`src/rtl/sdram_mon_pkg.sv`:
```
// Shared command codes, violation types and counter sizing for the SDRAM bank timing monitor.
package sdram_mon_pkg;

  typedef enum logic [1:0] {
    NOP = 2'b00,
    PRE = 2'b01,
    WR  = 2'b10,
    ACT = 2'b11
  } cmd_e;

  typedef enum logic [1:0] {
    NONE    = 2'd0,
    WR2PRE  = 2'd1,
    PRE2ACT = 2'd2
  } viol_type_e;

  localparam int unsigned TCNT_W = 4;

endpackage

```
`src/rtl/sdram_bank_timer.sv`:
```
// Per-bank write-recovery and precharge countdown timers.
module sdram_bank_timer
  import sdram_mon_pkg::*;
#(
  parameter int unsigned T_WR = 4,
  parameter int unsigned T_RP = 3
) (
  input  logic clk,
  input  logic rstn,
  input  logic wr_ld_i,
  input  logic pre_ld_i,
  output logic wr_busy_o,
  output logic rp_busy_o
);

  localparam logic [TCNT_W-1:0] WR_LOAD = TCNT_W'(T_WR);
  localparam logic [TCNT_W-1:0] RP_LOAD = TCNT_W'(T_RP);
  localparam logic [TCNT_W-1:0] ONE     = TCNT_W'(1);

  logic [TCNT_W-1:0] wr_cnt_q, wr_cnt_d;
  logic [TCNT_W-1:0] rp_cnt_q, rp_cnt_d;

  // A load wins over the decrement so a back-to-back command restarts the full window.
  always_comb begin
    wr_cnt_d = wr_cnt_q;
    rp_cnt_d = rp_cnt_q;
    if (wr_ld_i)
      wr_cnt_d = WR_LOAD;
    else if (wr_cnt_q != '0)
      wr_cnt_d = wr_cnt_q - ONE;
    if (pre_ld_i)
      rp_cnt_d = RP_LOAD;
    else if (rp_cnt_q != '0)
      rp_cnt_d = rp_cnt_q - ONE;
  end

  always_ff @(posedge clk or negedge rstn) begin
    if (!rstn) begin
      wr_cnt_q <= '0;
      rp_cnt_q <= '0;
    end else begin
      wr_cnt_q <= wr_cnt_d;
      rp_cnt_q <= rp_cnt_d;
    end
  end

  assign wr_busy_o = (wr_cnt_q != '0);
  assign rp_busy_o = (rp_cnt_q != '0);

endmodule

```
`src/rtl/sdram_bank_timing_monitor.sv`:
```
// Flags WR->PRE (tWR) and PRE->ACT (tRP) violations per SDRAM bank.
// Define SDRAM_MON_ASSERT_EN to embed protocol assertions and violation covers.
module sdram_bank_timing_monitor
  import sdram_mon_pkg::*;
#(
  parameter int unsigned BA_WIDTH = 3,
  parameter int unsigned T_WR     = 4,
  parameter int unsigned T_RP     = 3,
  parameter int unsigned CNT_W    = 8
) (
  input  logic                       clk,
  input  logic                       rstn,
  input  logic [1:0]                 cmd,
  input  logic [BA_WIDTH-1:0]        bank,
  output logic                       viol,
  output logic [1:0]                 viol_type,
  output logic [BA_WIDTH-1:0]        viol_bank,
  output logic [CNT_W-1:0]           viol_cnt,
  output logic [(2**BA_WIDTH)-1:0]   wr_busy
);

  localparam int unsigned NUM_BANKS = 2**BA_WIDTH;

  logic [NUM_BANKS-1:0] wr_ld, pre_ld;
  logic [NUM_BANKS-1:0] wr_busy_w, rp_busy_w;

  logic                viol_q, viol_d;
  viol_type_e          viol_type_q, viol_type_d;
  logic [BA_WIDTH-1:0] viol_bank_q, viol_bank_d;
  logic [CNT_W-1:0]    viol_cnt_q, viol_cnt_d;

  always_comb begin
    wr_ld  = '0;
    pre_ld = '0;
    if (cmd == WR)
      wr_ld[bank] = 1'b1;
    if (cmd == PRE)
      pre_ld[bank] = 1'b1;
  end

  for (genvar b = 0; b < NUM_BANKS; b++) begin : g_bank
    sdram_bank_timer #(
      .T_WR(T_WR),
      .T_RP(T_RP)
    ) u_timer (
      .clk      (clk),
      .rstn     (rstn),
      .wr_ld_i  (wr_ld[b]),
      .pre_ld_i (pre_ld[b]),
      .wr_busy_o(wr_busy_w[b]),
      .rp_busy_o(rp_busy_w[b])
    );
  end

  // Only one command per cycle, so at most one violation can be raised.
  always_comb begin
    viol_d      = 1'b0;
    viol_type_d = NONE;
    viol_bank_d = '0;
    if (cmd == PRE && wr_busy_w[bank]) begin
      viol_d      = 1'b1;
      viol_type_d = WR2PRE;
      viol_bank_d = bank;
    end else if (cmd == ACT && rp_busy_w[bank]) begin
      viol_d      = 1'b1;
      viol_type_d = PRE2ACT;
      viol_bank_d = bank;
    end
    viol_cnt_d = viol_cnt_q;
    if (viol_d && viol_cnt_q != '1)
      viol_cnt_d = viol_cnt_q + CNT_W'(1);
  end

  always_ff @(posedge clk or negedge rstn) begin
    if (!rstn) begin
      viol_q      <= 1'b0;
      viol_type_q <= NONE;
      viol_bank_q <= '0;
      viol_cnt_q  <= '0;
    end else begin
      viol_q      <= viol_d;
      viol_type_q <= viol_type_d;
      viol_bank_q <= viol_bank_d;
      viol_cnt_q  <= viol_cnt_d;
    end
  end

  assign viol      = viol_q;
  assign viol_type = viol_type_q;
  assign viol_bank = viol_bank_q;
  assign viol_cnt  = viol_cnt_q;
  assign wr_busy   = wr_busy_w;

`ifdef SDRAM_MON_ASSERT_EN
  
  

  for (genvar b = 0; b < NUM_BANKS; b++) begin : g_assert
    
    
  end

  
  
`endif

endmodule

```
`config.mk`:
```
export PLATFORM = sky130hd
export DESIGN_NAME = sdram_bank_timing_monitor
export DESIGN_NICKNAME = d
export VERILOG_FILES = /design/src/rtl/sdram_mon_pkg.sv /design/src/rtl/sdram_bank_timer.sv /design/src/rtl/sdram_bank_timing_monitor.sv
export SDC_FILE = /design/constraint.sdc
export NUM_CORES = 1
export LEC_CHECK = 0
export CAP_MARGIN = 30
export CELL_PAD_IN_SITES_DETAIL_PLACEMENT = 1
export CELL_PAD_IN_SITES_GLOBAL_PLACEMENT = 1
export CORE_ASPECT_RATIO = 1.75
export CORE_MARGIN = 2
export CORE_UTILIZATION = 40
export DETAILED_ROUTE_END_ITERATION = 8
export PLACE_DENSITY = 0.76
export REMOVE_ABC_BUFFERS = 1
export SKIP_LAST_GASP = 1
export SLEW_MARGIN = 20
export SYNTH_ARGS = -nofsm -noshare
export SYNTH_HDL_FRONTEND = slang
export SYNTH_SLANG_ARGS = --single-unit
```
`constraint.sdc`:
```
create_clock -name clk -period 5.1 [get_ports clk]
set_input_delay 0.51 -clock clk [delete_from_list [all_inputs] [get_ports clk]]
set_output_delay 0.51 -clock clk [all_outputs]
set_load 0.02 [all_outputs]
```
==> results of run 1 <==
==> synthesized netlist by cell type (4+ instances only) <==
cell,number
nor3_1,24
nor3b_1,12
inv_1,43
ha_1,17
nand2b_1,13
a211oi_1,10
nand2_1,20
nand3b_1,9
dfrtp_1,78
o221ai_1,4
xnor2_1,24
nand3_1,11
a21oi_1,25
clkbuf_1,9
and3_1,4
o21ai_0,5
a211o_1,8
o211ai_1,5
nor2_1,47
or3_1,20
buf_4,8
==> layout make-up <==
type | count | share of cell area
clock inverter | 4 | 0.00948
multi-input combinational | 286 | 0.393
timing repair buffer | 30 | 0.0659
tap | 125 | 0.0329
inverter | 43 | 0.0340
clock buffer | 12 | 0.0540
sequential | 78 | 0.411
==> worst max-delay path, stage by stage <==
cell	delay [ns]
clkdlybuf4s50_1	0.84
nor4b_1	0.17
mux4_2	0.52
nor4_2	0.30
o21bai_2	0.29
nand2_2	0.12
mux2_1	0.34
==> worst min path at each step <==
stage | startpoint | to | slack [ns] | depth (start not counted)
finish | rstn | g_bank[0].u_timer.wr_cnt_q[1] | 0.10 | 1
floorplan | rstn | g_bank[0].u_timer.rp_cnt_q[0] | 0.21 | 0
detailed placement | rstn | g_bank[0].u_timer.wr_cnt_q[1] | 0.46 | 1
global route | rstn | g_bank[0].u_timer.wr_cnt_q[1] | 0.12 | 1
global placement | g_bank[5].u_timer.rp_cnt_q[1] | g_bank[5].u_timer.rp_cnt_q[1] | 0.49 | 1
CTS | rstn | g_bank[0].u_timer.wr_cnt_q[1] | 0.10 | 1
==> sequential cells by signal, summed over array words and instances, names as in the netlist <==
name	count
g_bank.u_timer.wr_cnt_q	32
viol_bank	3
viol_type	2
g_bank.u_timer.rp_cnt_q	32
viol_cnt	8
viol	1
==> metrics by stage <==
step	setup WS (ns)	power (µW)	cells	area (µm²)
2_1_floorplan	2.85	2050	407	3980
3_3_place_gp	2.02	2360	561	4420
3_5_place_dp	1.84	2460	562	4450
4_1_cts	2.19	3130	578	4750
5_1_grt	1.99	3350	578	4750
6_report	2.22	3080	578	4750
==> cells by family (layout without fill, tap and decap cells) <==
logic type	count (synthesis)	in the layout	share of synthesized area
buffers and inverters	62	89	0.0664
muxes	5	5	0.0156
DFF	78	78	0.477
AOI/OAI and AO/OA	59	59	0.0942
adders and majority gates	17	17	0.0520
xor gates and xnor gates	24	24	0.0514
and+or+nand+nor	181	181	0.243
==> per-layer routing <==
layer	track usage	wire, µm	up-vias
met2	0.333	4870	36
met3	0.0308	233	13
met1	0.213	3680	1603
met5	0	0	-
li1	-	-	1500
met4	0.0753	185	0
==> report_power, final <==
group / switching [µW] / total [µW] / leakage (µW) / internal (µW)
logic: 652 / 1270 / 0.00103 / 618
registers: 253 / 1160 / 0.000958 / 910
clock network: 240 / 643 / 0.000152 / 403
==> metrics.md, run 1 <==
| Metric | Value |
|---|---|
| Status | finished clean |
| Total grt overflow | 0 |
| TNS Setup | 0 ns |
| Count of input and output buffers | 28 |
| Average size of a mapped cell | 9.60 µm² |
| Most frequent cells in the layout | 78 x dfrtp_1, 47 x nor2_1, 43 x inv_1 |
| Slew Viols, Final | 0 |
| Total GRT Usage | 0.185 |
| Clk_skew | 0.00504 ns |
| Synth top area cells | dfrtp_1 48%, ha_1 5.2%, xnor2_1 5.1%, nor2_1 4.3%, inv_1 3.9% |
| Iteration-0 DRC count of the detailed router | 148 |
| Crit Reg-Reg Endpoint | viol_cnt[1] |
| RSZ-0062 raised after global routing | false |
| Worst-path fanout max | 16 |
| Ys async rst share | 1.00 |
| Final hold viol count | 0 |
| CP Launch Point | bank[1] |
| Die area | 11100 µm² |
| Number of synthesized flops with an enable pin | 0 |
| First-pass GRT wire length | 15900 µm |
| Pre-antenna DRT Iters | 4 |
| Most used DFF post-synth | dfrtp_1 |
| Synth top area share | 0.477 |
| Yosys top cell by area | dfrtp_1 |
| I/O Pins | 29 |
| Min-delay worst type | input pin to asynchronous set/reset pin |
| Antenna diode count | 0 |
| CP Data Required Time | 5.31 ns |
| Fillers | 1142 |
| Initial Util | 0.413 |
| Crit end category | flip-flop |
| Cts repair resizes | 0 |
| Layout cells sized above 1 | 0.0508 |
| Htree depth | 3 |
| Largest net degree at the start of global routing | 52 |
| Seq cells post-synth | 78 |
| Die width | 80.4 µm |
| Antenna violations before repair | 0 |
| CTS Root Buffer Type | clkbuf_16 |
| Clk_lat worst skew | 0.33 ns |
| CTS Hold Buffers Added | 0 |
| Average wire per standard cell | 15.5 µm |
| Synthesis Warnings | 0 |
| RR Startpoint | g_bank[6].u_timer.rp_cnt_q[0] |
| Worst-margin pin slew | 0.758 ns |
| Reg area | 1950 µm² |
| Pwr Density | 648 nW/µm² |
| Final nets | 472 |
| Crit path DAT | 3.09 ns |
| Multi-input logic area | 1870 µm² |
| Syn Std Cell Area | 4090 µm² |
| Final period util | 0.565 |
| Hpwl dp | 6840 µm |
| Core area | 9910 µm² |
| Minimum clock period | 2.88 ns |
| Final WL | 8970 µm |
| R2R Setup Slk | 2.53 ns |
| Maximum clock path buffer count | 2 |
| Via density | 5.45 |
| Site Rows | 48 |
| Final setup vio count | 0 |
| Leakage | 0.00214 µW |
| Peak supply drop | 337 µV |
| CTS tree | built |
| Relative slew margins | 0.490 |
| Total number of vias | 3152 |
| Seq/Total Area, Yosys | 0.477 |
| Startpoint Class | input pin |
| Crit path kind | input pin to flip-flop |
| Routability cong. | 0.758 |
| Critical Path End | viol_cnt[1] |
| Yosys cell types | 40 |
| DR DRC count | 0 |
| Area Growth Syn to Fin | 16.2% |
| F_max | 0.347 GHz |
| Syn Inst Count | 426 |
| Clock-pin slew of the registers on the worst-case setup and hold paths | 0.06 ns |
| Post-CTS Setup Inserts | 0 |
| Worst Hold Slack | 0.100 ns |
| Clock buffer count from CTS | 9 |
| Post-Route Utilization | 0.479 |
| Vias in the first global route | 3399 |
| Clk sinks | 78 |
| Die Span Y | 138 µm |
| Most common cell after layout, fill and taps aside | dfrtp_1 |
| Antenna viol nets, final | 0 |
| R2R cell count | 8 |
| Max cap viols | 0 |
Note: power is estimated with default switching activity, not from simulation.
==> run 2, diff against run 1 <==
Settings changed: PLACE_DENSITY 0.76 to 0.79.
Clock period 5.1 ns to 2.45 ns, I/O delays scaled along.
==> metrics.md, run 2 (synthesized netlist as in run 1, its figures left out) <==
| Metric | Value |
|---|---|
| Iteration-0 DRC count of the detailed router | 104 |
| CTS Root Buffer Type | clkbuf_16 |
| Layout cells sized above 1 | 0.100 |
| Startpoint Class | flip-flop |
| Hpwl dp | 7200 µm |
| Vias in the first global route | 3449 |
| Die area | 11100 µm² |
| Leakage | 0.00224 µW |
| Total grt overflow | 0 |
| Crit path kind | flip-flop to output port |
| Most common cell after layout, fill and taps aside | dfrtp_1 |
| Final Worst Setup Slack | 0.0984 ns |
| DR DRC count | 0 |
| Largest net degree at the start of global routing | 42 |
| CP Data Required Time | 2.20 ns |
| Crit-path cells | inv_1 > ha_1 > inv_1 > or3_1 > clkdlybuf4s50_1 |
| Final nets | 498 |
| R2R Setup Slk | 0.16 ns |
| Clk_lat worst skew | 0.34 ns |
| Worst-path fanout max | 4 |
| Highest Signal Layer | met4 |
| Total power | 6420 µW |
| Final Cell Area | 4940 µm² |
| Die width | 80.4 µm |
| Final WL | 9670 µm |
| Crit path DAT | 2.11 ns |
| WL met3 | 257 µm |
| Average wire per standard cell | 16.0 µm |
| Most frequent cells in the layout | 78 x dfrtp_1, 47 x nor2_1, 43 x inv_1 |
| Via density | 5.40 |
| Peak supply drop | 653 µV |
| Htree depth | 3 |
| CP max-delay cell | clkdlybuf4s50_1 |
| Pre-antenna DRT Iters | 4 |
| Crit end category | output port |
| Final hold viol count | 0 |
| Area Growth Syn to Fin | 20.7% |
| R2R cell count | 8 |
| Antenna diode count | 0 |
| Clk sinks | 78 |
| Final period util | 0.960 |
| Post-Route Utilization | 0.498 |
| Clock-pin slew of the registers on the worst-case setup and hold paths | 0.06 ns |
| RR Startpoint | g_bank[1].u_timer.wr_cnt_q[0] |
| Total GRT Usage | 0.198 |
| Relative slew margins | 0.566 |
| CTS tree | built |
| DRT met1 WL | 3840 µm |
| Site Rows | 48 |
| Slew Viols, Final | 0 |
| First-pass GRT wire length | 16600 µm |
| Initial Util | 0.413 |
| Die Span Y | 138 µm |
| Status | finished clean |
| Crit Reg-Reg Endpoint | viol_cnt[1] |
| Minimum clock period | 2.35 ns |
| Maximum clock path buffer count | 2 |
| Max cap viols | 0 |
| Count of input and output buffers | 28 |
| F_max | 0.425 GHz |
| Antenna violations before repair | 0 |
| Total number of vias | 3257 |
| Final setup vio count | 0 |
| Antenna viol nets, final | 0 |
| DP Area | 4620 µm² |
| Clk_skew | 0.00535 ns |
| I/O Pins | 29 |
| Pwr Density | 1300 nW/µm² |
| Routed wl met2 | 5370 µm |
| Crit path largest cell delay | 0.58 ns |
| Core area | 9910 µm² |
| CP most frequent cell | inv_1 |
| Clock buffer count from CTS | 9 |
| Routability cong. | 0.749 |
| RSZ-0062 raised after global routing | false |
| Worst-margin pin slew | 0.647 ns |
| Place WS | -0.141 ns |
| Min-delay worst type | input pin to asynchronous set/reset pin |
run 2: cell types whose count changed in the layout (fill, tap and decap cells not counted), moves of 2 or more:
cell	change
clkinvlp_4	+2
buf_4	+24
clkbuf_8	-2
dlymetal6s2s_1	+4
clkdlybuf4s50_1	-4
run 2: cell type report:
| class | count | area, µm² |
|---|---|---|
| clock buffer | 11 | 233 |
| multi-input combinational | 286 | 1890 |
| clock inverter | 4 | 25.0 |
| tap | 125 | 156 |
| sequential | 78 | 1950 |
| timing repair buffer | 56 | 517 |
| inverter | 43 | 161 |
| fill | 1137 | 4970 |
run 2: report_power, final:
group	total (µW)	switching, µW	internal [µW]
Combinational	2800	1410	1390
Clock	1190	509	676
Sequential	2430	539	1890
Total	6420	2460	3960
run 2: how the worst max path moves through the flow:
stage	start	endpoint	slack (ns)
6_report	g_bank[0].u_timer.wr_cnt_q[0]	wr_busy[0]	0.1
5_1_grt	g_bank[0].u_timer.wr_cnt_q[0]	wr_busy[0]	0.002
4_1_cts	g_bank[4].u_timer.wr_cnt_q[0]	viol_cnt[4]	0.01
3_5_place_dp	bank[2]	viol_cnt[4]	-0.14
3_3_place_gp	bank[2]	viol_cnt[1]	-0.07
2_1_floorplan	g_bank[7].u_timer.wr_cnt_q[0]	viol_cnt[1]	0.20
run 2: worst max-delay path, delay by kind of cell, from the launching register on:
family,cells,cell delay [ns]
buffers and inverters,3,0.73
DFF,1,0.39
and+or+nand+nor,1,0.45
adders and majority gates,1,0.20
run 2: repair_timing:
item                                    CTS  global route
pin swaps                                 0             2
endpoints found under the setup margin    1             9
setup buffers                             0             1
gates cloned                              0             0
hold buffers                              1             0
hold endpoints to repair                 40             0
resized for setup                         1             8
run 2: metal layers:
layer,track usage,up-vias
met4,0.0763,0
met2,0.355,44
met1,0.224,1645
met3,0.0446,14
li1,-,1554
met5,0,-
run 2: through the flow:
stage,std cells,hold WS [ns],TNS [ns]
3_3_place_gp,585,0.480,-0.239
2_1_floorplan,407,-0.0506,0
3_5_place_dp,586,0.273,-0.745
4_1_cts,602,0.446,0
5_1_grt,603,0.465,0
6_report,603,0.433,0
